**src/rtl/multicycle_control_pkg.sv**
```systemverilog
// Shared encodings for the multi-cycle MIPS control sequencer: states, opcodes,
// datapath mux selects and the packed control vector.
package multicycle_control_pkg;

  typedef enum logic [3:0] {
    S_FETCH   = 4'd0,
    S_DECODE  = 4'd1,
    S_MEMADR  = 4'd2,
    S_MEMRD   = 4'd3,
    S_MEMWB   = 4'd4,
    S_MEMWR   = 4'd5,
    S_EXEC    = 4'd6,
    S_RWB     = 4'd7,
    S_BRANCH  = 4'd8,
    S_JUMP    = 4'd9,
    S_ADDI_EX = 4'd10,
    S_ADDI_WB = 4'd11,
    S_HALT    = 4'd12
  } state_t;

  localparam logic [5:0] OP_RTYPE = 6'b000000;
  localparam logic [5:0] OP_LW    = 6'b100011;
  localparam logic [5:0] OP_SW    = 6'b101011;
  localparam logic [5:0] OP_BEQ   = 6'b000100;
  localparam logic [5:0] OP_J     = 6'b000010;
  localparam logic [5:0] OP_ADDI  = 6'b001000;

  localparam logic [1:0] ALUOP_ADD   = 2'b00;
  localparam logic [1:0] ALUOP_SUB   = 2'b01;
  localparam logic [1:0] ALUOP_FUNCT = 2'b10;

  localparam logic [1:0] SRCB_REG     = 2'b00;
  localparam logic [1:0] SRCB_FOUR    = 2'b01;
  localparam logic [1:0] SRCB_IMM     = 2'b10;
  localparam logic [1:0] SRCB_IMM_SH2 = 2'b11;

  localparam logic [1:0] PCSRC_ALU    = 2'b00;
  localparam logic [1:0] PCSRC_ALUOUT = 2'b01;
  localparam logic [1:0] PCSRC_JUMP   = 2'b10;

  typedef struct packed {
    logic       pc_write;
    logic       pc_write_cond;
    logic       iord;
    logic       mem_read;
    logic       mem_write;
    logic       ir_write;
    logic       mem_to_reg;
    logic       reg_dst;
    logic       reg_write;
    logic       alu_src_a;
    logic [1:0] alu_src_b;
    logic [1:0] alu_op;
    logic [1:0] pc_source;
  } ctrl_t;

endpackage

```
**src/rtl/multicycle_control_output_decode.sv**
```systemverilog
// Combinational state-to-control decode; only FETCH looks at mem_ready so the
// PC and IR load exactly once, on the cycle the fetch read completes.
module mc_output_decode
  import multicycle_control_pkg::*;
(
  input  state_t state_i,
  input  logic   mem_ready_i,
  output ctrl_t  ctrl_o
);

  always_comb begin
    ctrl_o = '0;
    case (state_i)
      S_FETCH: begin
        ctrl_o.mem_read  = 1'b1;
        ctrl_o.alu_src_b = SRCB_FOUR;
        ctrl_o.alu_op    = ALUOP_ADD;
        ctrl_o.pc_source = PCSRC_ALU;
        ctrl_o.ir_write  = mem_ready_i;
        ctrl_o.pc_write  = mem_ready_i;
      end
      S_DECODE: begin
        ctrl_o.alu_src_b = SRCB_IMM_SH2;
        ctrl_o.alu_op    = ALUOP_ADD;
      end
      S_MEMADR, S_ADDI_EX: begin
        ctrl_o.alu_src_a = 1'b1;
        ctrl_o.alu_src_b = SRCB_IMM;
        ctrl_o.alu_op    = ALUOP_ADD;
      end
      S_MEMRD: begin
        ctrl_o.mem_read = 1'b1;
        ctrl_o.iord     = 1'b1;
      end
      S_MEMWB: begin
        ctrl_o.reg_write  = 1'b1;
        ctrl_o.mem_to_reg = 1'b1;
      end
      S_MEMWR: begin
        ctrl_o.mem_write = 1'b1;
        ctrl_o.iord      = 1'b1;
      end
      S_EXEC: begin
        ctrl_o.alu_src_a = 1'b1;
        ctrl_o.alu_src_b = SRCB_REG;
        ctrl_o.alu_op    = ALUOP_FUNCT;
      end
      S_RWB: begin
        ctrl_o.reg_write = 1'b1;
        ctrl_o.reg_dst   = 1'b1;
      end
      S_BRANCH: begin
        ctrl_o.alu_src_a     = 1'b1;
        ctrl_o.alu_src_b     = SRCB_REG;
        ctrl_o.alu_op        = ALUOP_SUB;
        ctrl_o.pc_write_cond = 1'b1;
        ctrl_o.pc_source     = PCSRC_ALUOUT;
      end
      S_JUMP: begin
        ctrl_o.pc_write  = 1'b1;
        ctrl_o.pc_source = PCSRC_JUMP;
      end
      S_ADDI_WB: begin
        ctrl_o.reg_write = 1'b1;
      end
      default: ctrl_o = '0;
    endcase
  end

endmodule

```
**src/rtl/multicycle_control.sv**
```systemverilog
// Multi-cycle MIPS control sequencer: next-state register, retired-instruction
// counter and sticky halt flag; control decode lives in mc_output_decode.
module multicycle_control
  import multicycle_control_pkg::*;
#(
  parameter int OPCODE_WIDTH = 6,
  parameter int CNT_WIDTH    = 32
) (
  input  logic                    clk,
  input  logic                    rst,
  input  logic [OPCODE_WIDTH-1:0] Opcode,
  input  logic                    mem_ready,
  output logic                    PCWrite,
  output logic                    PCWriteCond,
  output logic                    IorD,
  output logic                    MemRead,
  output logic                    MemWrite,
  output logic                    IRWrite,
  output logic                    MemtoReg,
  output logic                    RegDst,
  output logic                    RegWrite,
  output logic                    ALUSrcA,
  output logic [1:0]              ALUSrcB,
  output logic [1:0]              ALUOp,
  output logic [1:0]              PCSource,
  output logic [CNT_WIDTH-1:0]    retired,
  output logic                    halted
);

  state_t               state_q, state_d;
  logic [CNT_WIDTH-1:0] retired_q;
  logic                 halted_q;
  logic                 retire;
  ctrl_t                ctrl, ctrl_g;

  always_comb begin
    state_d = state_q;
    retire  = 1'b0;
    case (state_q)
      S_FETCH:  if (mem_ready) state_d = S_DECODE;
      S_DECODE: begin
        if (Opcode == OPCODE_WIDTH'(OP_LW) || Opcode == OPCODE_WIDTH'(OP_SW))
          state_d = S_MEMADR;
        else if (Opcode == OPCODE_WIDTH'(OP_RTYPE)) state_d = S_EXEC;
        else if (Opcode == OPCODE_WIDTH'(OP_BEQ))   state_d = S_BRANCH;
        else if (Opcode == OPCODE_WIDTH'(OP_J))     state_d = S_JUMP;
        else if (Opcode == OPCODE_WIDTH'(OP_ADDI))  state_d = S_ADDI_EX;
        else                                        state_d = S_HALT;
      end
      S_MEMADR: state_d = (Opcode == OPCODE_WIDTH'(OP_SW)) ? S_MEMWR : S_MEMRD;
      S_MEMRD:  if (mem_ready) state_d = S_MEMWB;
      S_MEMWR: begin
        if (mem_ready) begin
          state_d = S_FETCH;
          retire  = 1'b1;
        end
      end
      S_EXEC:    state_d = S_RWB;
      S_ADDI_EX: state_d = S_ADDI_WB;
      S_MEMWB, S_RWB, S_BRANCH, S_JUMP, S_ADDI_WB: begin
        state_d = S_FETCH;
        retire  = 1'b1;
      end
      S_HALT:  state_d = S_HALT;
      default: state_d = S_HALT;
    endcase
  end

  always_ff @(posedge clk or negedge rst) begin
    if (!rst) begin
      state_q   <= S_FETCH;
      retired_q <= '0;
      halted_q  <= 1'b0;
    end else begin
      state_q <= state_d;
      if (retire) retired_q <= retired_q + 1'b1;
      if (state_d == S_HALT) halted_q <= 1'b1;
    end
  end

  mc_output_decode u_decode (
    .state_i     (state_q),
    .mem_ready_i (mem_ready),
    .ctrl_o      (ctrl)
  );

  // Reset lands in FETCH, which requests a read; mask so nothing is driven during reset.
  assign ctrl_g = rst ? ctrl : '0;

  assign PCWrite     = ctrl_g.pc_write;
  assign PCWriteCond = ctrl_g.pc_write_cond;
  assign IorD        = ctrl_g.iord;
  assign MemRead     = ctrl_g.mem_read;
  assign MemWrite    = ctrl_g.mem_write;
  assign IRWrite     = ctrl_g.ir_write;
  assign MemtoReg    = ctrl_g.mem_to_reg;
  assign RegDst      = ctrl_g.reg_dst;
  assign RegWrite    = ctrl_g.reg_write;
  assign ALUSrcA     = ctrl_g.alu_src_a;
  assign ALUSrcB     = ctrl_g.alu_src_b;
  assign ALUOp       = ctrl_g.alu_op;
  assign PCSource    = ctrl_g.pc_source;
  assign retired     = retired_q;
  assign halted      = halted_q;

endmodule

```
**config.mk**
```make
export PLATFORM = sky130hd
export DESIGN_NAME = multicycle_control
export DESIGN_NICKNAME = d
export VERILOG_FILES = /design/src/rtl/multicycle_control_pkg.sv /design/src/rtl/multicycle_control_output_decode.sv /design/src/rtl/multicycle_control.sv
export SDC_FILE = /design/constraint.sdc
export NUM_CORES = 1
export LEC_CHECK = 0
export CORE_MARGIN = 3
export CORE_UTILIZATION = 45
export DETAILED_ROUTE_END_ITERATION = 8
export PLACE_DENSITY = 0.82
export SLEW_MARGIN = 40
export SYNTH_ARGS = -nofsm -noshare
export SYNTH_HDL_FRONTEND = slang
export SYNTH_HIERARCHICAL = 1
export SYNTH_SLANG_ARGS = --single-unit
```
**constraint.sdc**
```tcl
create_clock -name clk -period 2.9 [get_ports clk]
set_input_delay 0.29 -clock clk [delete_from_list [all_inputs] [get_ports clk]]
set_output_delay 0.29 -clock clk [all_outputs]
set_load 0.01 [all_outputs]
```
==> results.txt <==
The flow ran to the end, and the final reports show no timing, DRC or antenna violations. The number of cells on the worst reg-to-reg path is 5. Measured along the x axis, the die boundary spans 75.6 um. After floorplanning, the core was sized to cover 4500 um2. The number of hold buffers added after CTS was 0.

The floorplan step set the die height to 75.6 um. Yosys printed 6 warnings. After floorplanning, the core was divided into 24 placement rows. The tools report the final hold slack as 218 ps.

For this design the top-level I/O count stands at 58. Root cell of the clock tree: sky130_fd_sc_hd__clkbuf_8. The logs give 394 MHz for the highest attainable clock frequency and 290 ps for the clock insertion delay at the later pin of the skew report. Once the clock tree was built, the setup fixing pass inserted 0 buffers. The normalized max-slew margin is 0.596, and the fill cell instance count of the final layout is 393.

The launch point of the worst reg-to-reg path is state_q[0]. The slowest library cell on the worst path was sky130_fd_sc_hd__dfrtp_1. The placement-stage cell area is 2750 um2, and the starting utilization of the core area is 0.484. The die covers 5720 um2. Using the TritonRoute via totals, the vias-per-cell ratio works out to 5.37. The fraction of registers with async set or reset after synthesis came out at 1.00.

In this run the critical register-to-register path is captured at retired[29]. Count of final hold-check violations: 0. Setup repair after global routing left no endpoint under its margin. Once layout is done, the placed cells without fillers occupy 2870 um2.

The run gives 0 as the antenna violation net count after detailed routing. The logs give 92 for the number of DRC violations after detailed-routing iteration 0 and 0 for the number of slew-limit violations in the final report. The clock transition at the registers of the reported paths was 70 ps. The DRC violation count after routing is 0, and the final standard cell utilization of the core is 0.636.

The synthesized design contains 0 enable-type register cells. The run gives 4 as the number of search-and-repair iterations in the first detailed-routing pass. After clock tree synthesis, the repair step resized 0 gates. By startpoint and endpoint, the worst setup path is classified as flop to primary output. The logs give 1652 for the via count of the first global-routing pass and 333 for the number of placed instances, taps included.

Layout-stage area growth over the synthesis result: 31.4%. Walking the worst path, the cells encountered are or3b_1 > a21oi_1 > and2_1 > clkdlybuf4s50_1. The run gives 0 as the diode insertion count for antenna repair. The clock drives 37 sinks.

The final count of negative-setup-slack endpoints came out at 0. Synthesis produced 232 cells. Once detailed placement completed, the half-perimeter wirelength came to 3.47 mm. Entering global routing, the biggest net connects 38 pins.

The net count after synthesis was 242; the leakage power total was 1.21 nW. The final critical delay including setup and external delays works out to 2540 ps. The run gives 7.51 mm as the wire length of the first global-routing pass. During placement, the flow inserted port buffers numbering 57.

After the last flow step, the layout net total stands at 298. The path class of the tightest hold or removal check is primary input to async pin. The sequential cell area fraction in the yosys report came out at 0.425. The worst setup path is launched from a flop. The tools report the total negative slack for setup checks as 0 ps. The actual slew at the worst max-slew pin works out to 605 ps. The tools report the number of antenna violations at the first check in global routing as 0. Power density relative to cell area: 636 nW/um2.

At the end of routability-driven placement, the weighted congestion stood at 0.778. The overall fraction of global-route tracks in use is 0.170. The maximum number of buffers from clock root to sink is 2. The required time of the worst setup path was 2610 ps; the H-tree depth reported by CTS was 2. TritonCTS built the clock tree. The final wirelength is 4.62 mm. The average instance in the mapped netlist occupies 9.40 um2. After global routing the overflow that remains totals 0. The run gives 590 ps as the worst reg-to-reg setup slack.

The worst setup path is captured at a primary output. The netlist uses 45 different library cells. The worst slack at placement is 469 ps, and the total power draw is 1.82 mW. Synthesis inferred 37 register bits. Of all nets on the critical path, the largest fanout is 23. The post-route fraction of the period consumed by the critical path works out to 0.876.

For the worst setup skew after layout, the log shows 4.14 ps. The data arrival at the endpoint of the critical path is 2250 ps, and the ratio of cells with drive above 1 in the final layout is 0.0692. Across all setup checks in the final design, the least slack found is 361 ps. Summing every instance area after synthesis gives 2180 um2.

In this design, the stage delay of the slowest critical-path cell is 730 ps. In the synthesized netlist the dominant register cell turns out to be sky130_fd_sc_hd__dfrtp_1. Summing over every cut layer, the via total after detailed routing is 1831. The worst supply voltage drop on vdd was 0.470 mV; the clock buffer count from CTS was 5. Across the run, the number of max-cap violations was 0. Once layout is complete, the cells apart from fillers number 341. After detailed routing, the average wire length per cell comes to 13.5 um.
[layout by cell type, fill, tap and decap left out, types with 2 or more instances in the layout]
cell and instances:
sky130_fd_sc_hd__o311ai_0 2, sky130_fd_sc_hd__xnor2_1 19, sky130_fd_sc_hd__nor3b_1 3, sky130_fd_sc_hd__xor2_1 15, sky130_fd_sc_hd__nor4_1 4, sky130_fd_sc_hd__nand2_1 18, sky130_fd_sc_hd__o21ai_0 3, sky130_fd_sc_hd__nor2_1 18
sky130_fd_sc_hd__o211ai_1 2, sky130_fd_sc_hd__clkdlybuf4s50_1 56, sky130_fd_sc_hd__nand2b_1 6, sky130_fd_sc_hd__or3b_1 2, sky130_fd_sc_hd__and4_1 2, sky130_fd_sc_hd__nor3_1 12, sky130_fd_sc_hd__dfrtp_1 37, sky130_fd_sc_hd__nand3_2 2
sky130_fd_sc_hd__nand4_1 8, sky130_fd_sc_hd__nor2b_1 2, sky130_fd_sc_hd__nand3_1 15, sky130_fd_sc_hd__a21oi_1 4, sky130_fd_sc_hd__nand4_2 2, sky130_fd_sc_hd__or3_1 2, sky130_fd_sc_hd__buf_4 2, sky130_fd_sc_hd__clkbuf_8 6
sky130_fd_sc_hd__and2_1 19, sky130_fd_sc_hd__inv_1 7
[area by class of cell]
type | instances | area (um2) | share of cell area
Multi-Input combinational cell | 178 | 1150 | 0.402
Sequential cell | 37 | 926 | 0.323
Timing Repair Buffer | 59 | 581 | 0.203
Clock buffer | 7 | 86.3 | 0.0301
Tap cell | 52 | 65.1 | 0.0227
Clock inverter | 1 | 30.0 | 0.0105
Inverter | 7 | 26.3 | 0.00917
[synthesized netlist by cell type, types with 3 or more instances]
cell type / n / area, um2
sky130_fd_sc_hd__nand3_1: 15 / 75.1
sky130_fd_sc_hd__xnor2_1: 19 / 166
sky130_fd_sc_hd__o21ai_0: 3 / 15.0
sky130_fd_sc_hd__nand2b_1: 6 / 37.5
sky130_fd_sc_hd__nor2_1: 18 / 67.6
sky130_fd_sc_hd__a21oi_1: 4 / 20.0
sky130_fd_sc_hd__nand4_1: 8 / 50.1
sky130_fd_sc_hd__xor2_1: 15 / 131
sky130_fd_sc_hd__nor3_1: 12 / 60.1
sky130_fd_sc_hd__buf_6: 4 / 45.0
sky130_fd_sc_hd__nand2_1: 18 / 67.6
sky130_fd_sc_hd__nor4_1: 4 / 25.0
sky130_fd_sc_hd__nor3b_1: 3 / 22.5
sky130_fd_sc_hd__and2_1: 19 / 119
sky130_fd_sc_hd__inv_1: 7 / 26.3
sky130_fd_sc_hd__dfrtp_1: 37 / 926
[sequential cells by signal, summed over array words and instances (netlist names)]
name,flops
state_q,4
halted,1
retired,32
[worst max path at each step]
stage / startpoint / to / slack [ps] / depth (start not counted)
2_1_floorplan: state_q[1] / retired[25] / 950 / 8
3_3_place_gp: mem_ready / PCWrite / 530 / 5
5_1_grt: state_q[0] / ALUSrcB[1] / 250 / 4
3_5_place_dp: mem_ready / retired[29] / 470 / 6
6_report: state_q[0] / ALUSrcB[1] / 360 / 4
4_1_cts: state_q[0] / ALUSrcB[1] / 370 / 4
[where the power goes]
| part | internal [mW] | switching (mW) | leakage, nW | total [mW] |
|---|---|---|---|---|
| combinational | 0.349 | 0.282 | 0.673 | 0.632 |
| sequential | 0.584 | 0.154 | 0.478 | 0.738 |
| clock | 0.280 | 0.173 | 0.0585 | 0.454 |
[layer usage]
layer	GRT usage	wire [um]	share of wire	vias to the layer above
met5	0	0	0	-
met4	0.0524	78	0.017	0
met3	0.0422	154	0.033	8
met2	0.263	2210	0.48	44
met1	0.237	2180	0.47	861
li1	-	-	-	918
[critical path: cells and delay by family, from the launching register on]
family                 cells  cell delay (ps)
AND/OR/NAND/NOR            2              550
buffers and inverters      1              540
flip-flops                 1              730
AO/OA/AOI/OAI              1              150
[logic make-up (layout without fill, tap and decap cells)]
group | Yosys count | after routing | share of synthesized area
and+or+nand+nor | 123 | 123 | 0.321
DFF | 37 | 37 | 0.425
xor gates and xnor gates | 34 | 34 | 0.137
AOI/OAI and AO/OA | 19 | 19 | 0.0597
buffers and inverters | 17 | 74 | 0.0476
adders and majority gates | 1 | 1 | 0.00574
muxes | 1 | 1 | 0.00516
No activity file was read; power rests on OpenSTA's default activity.
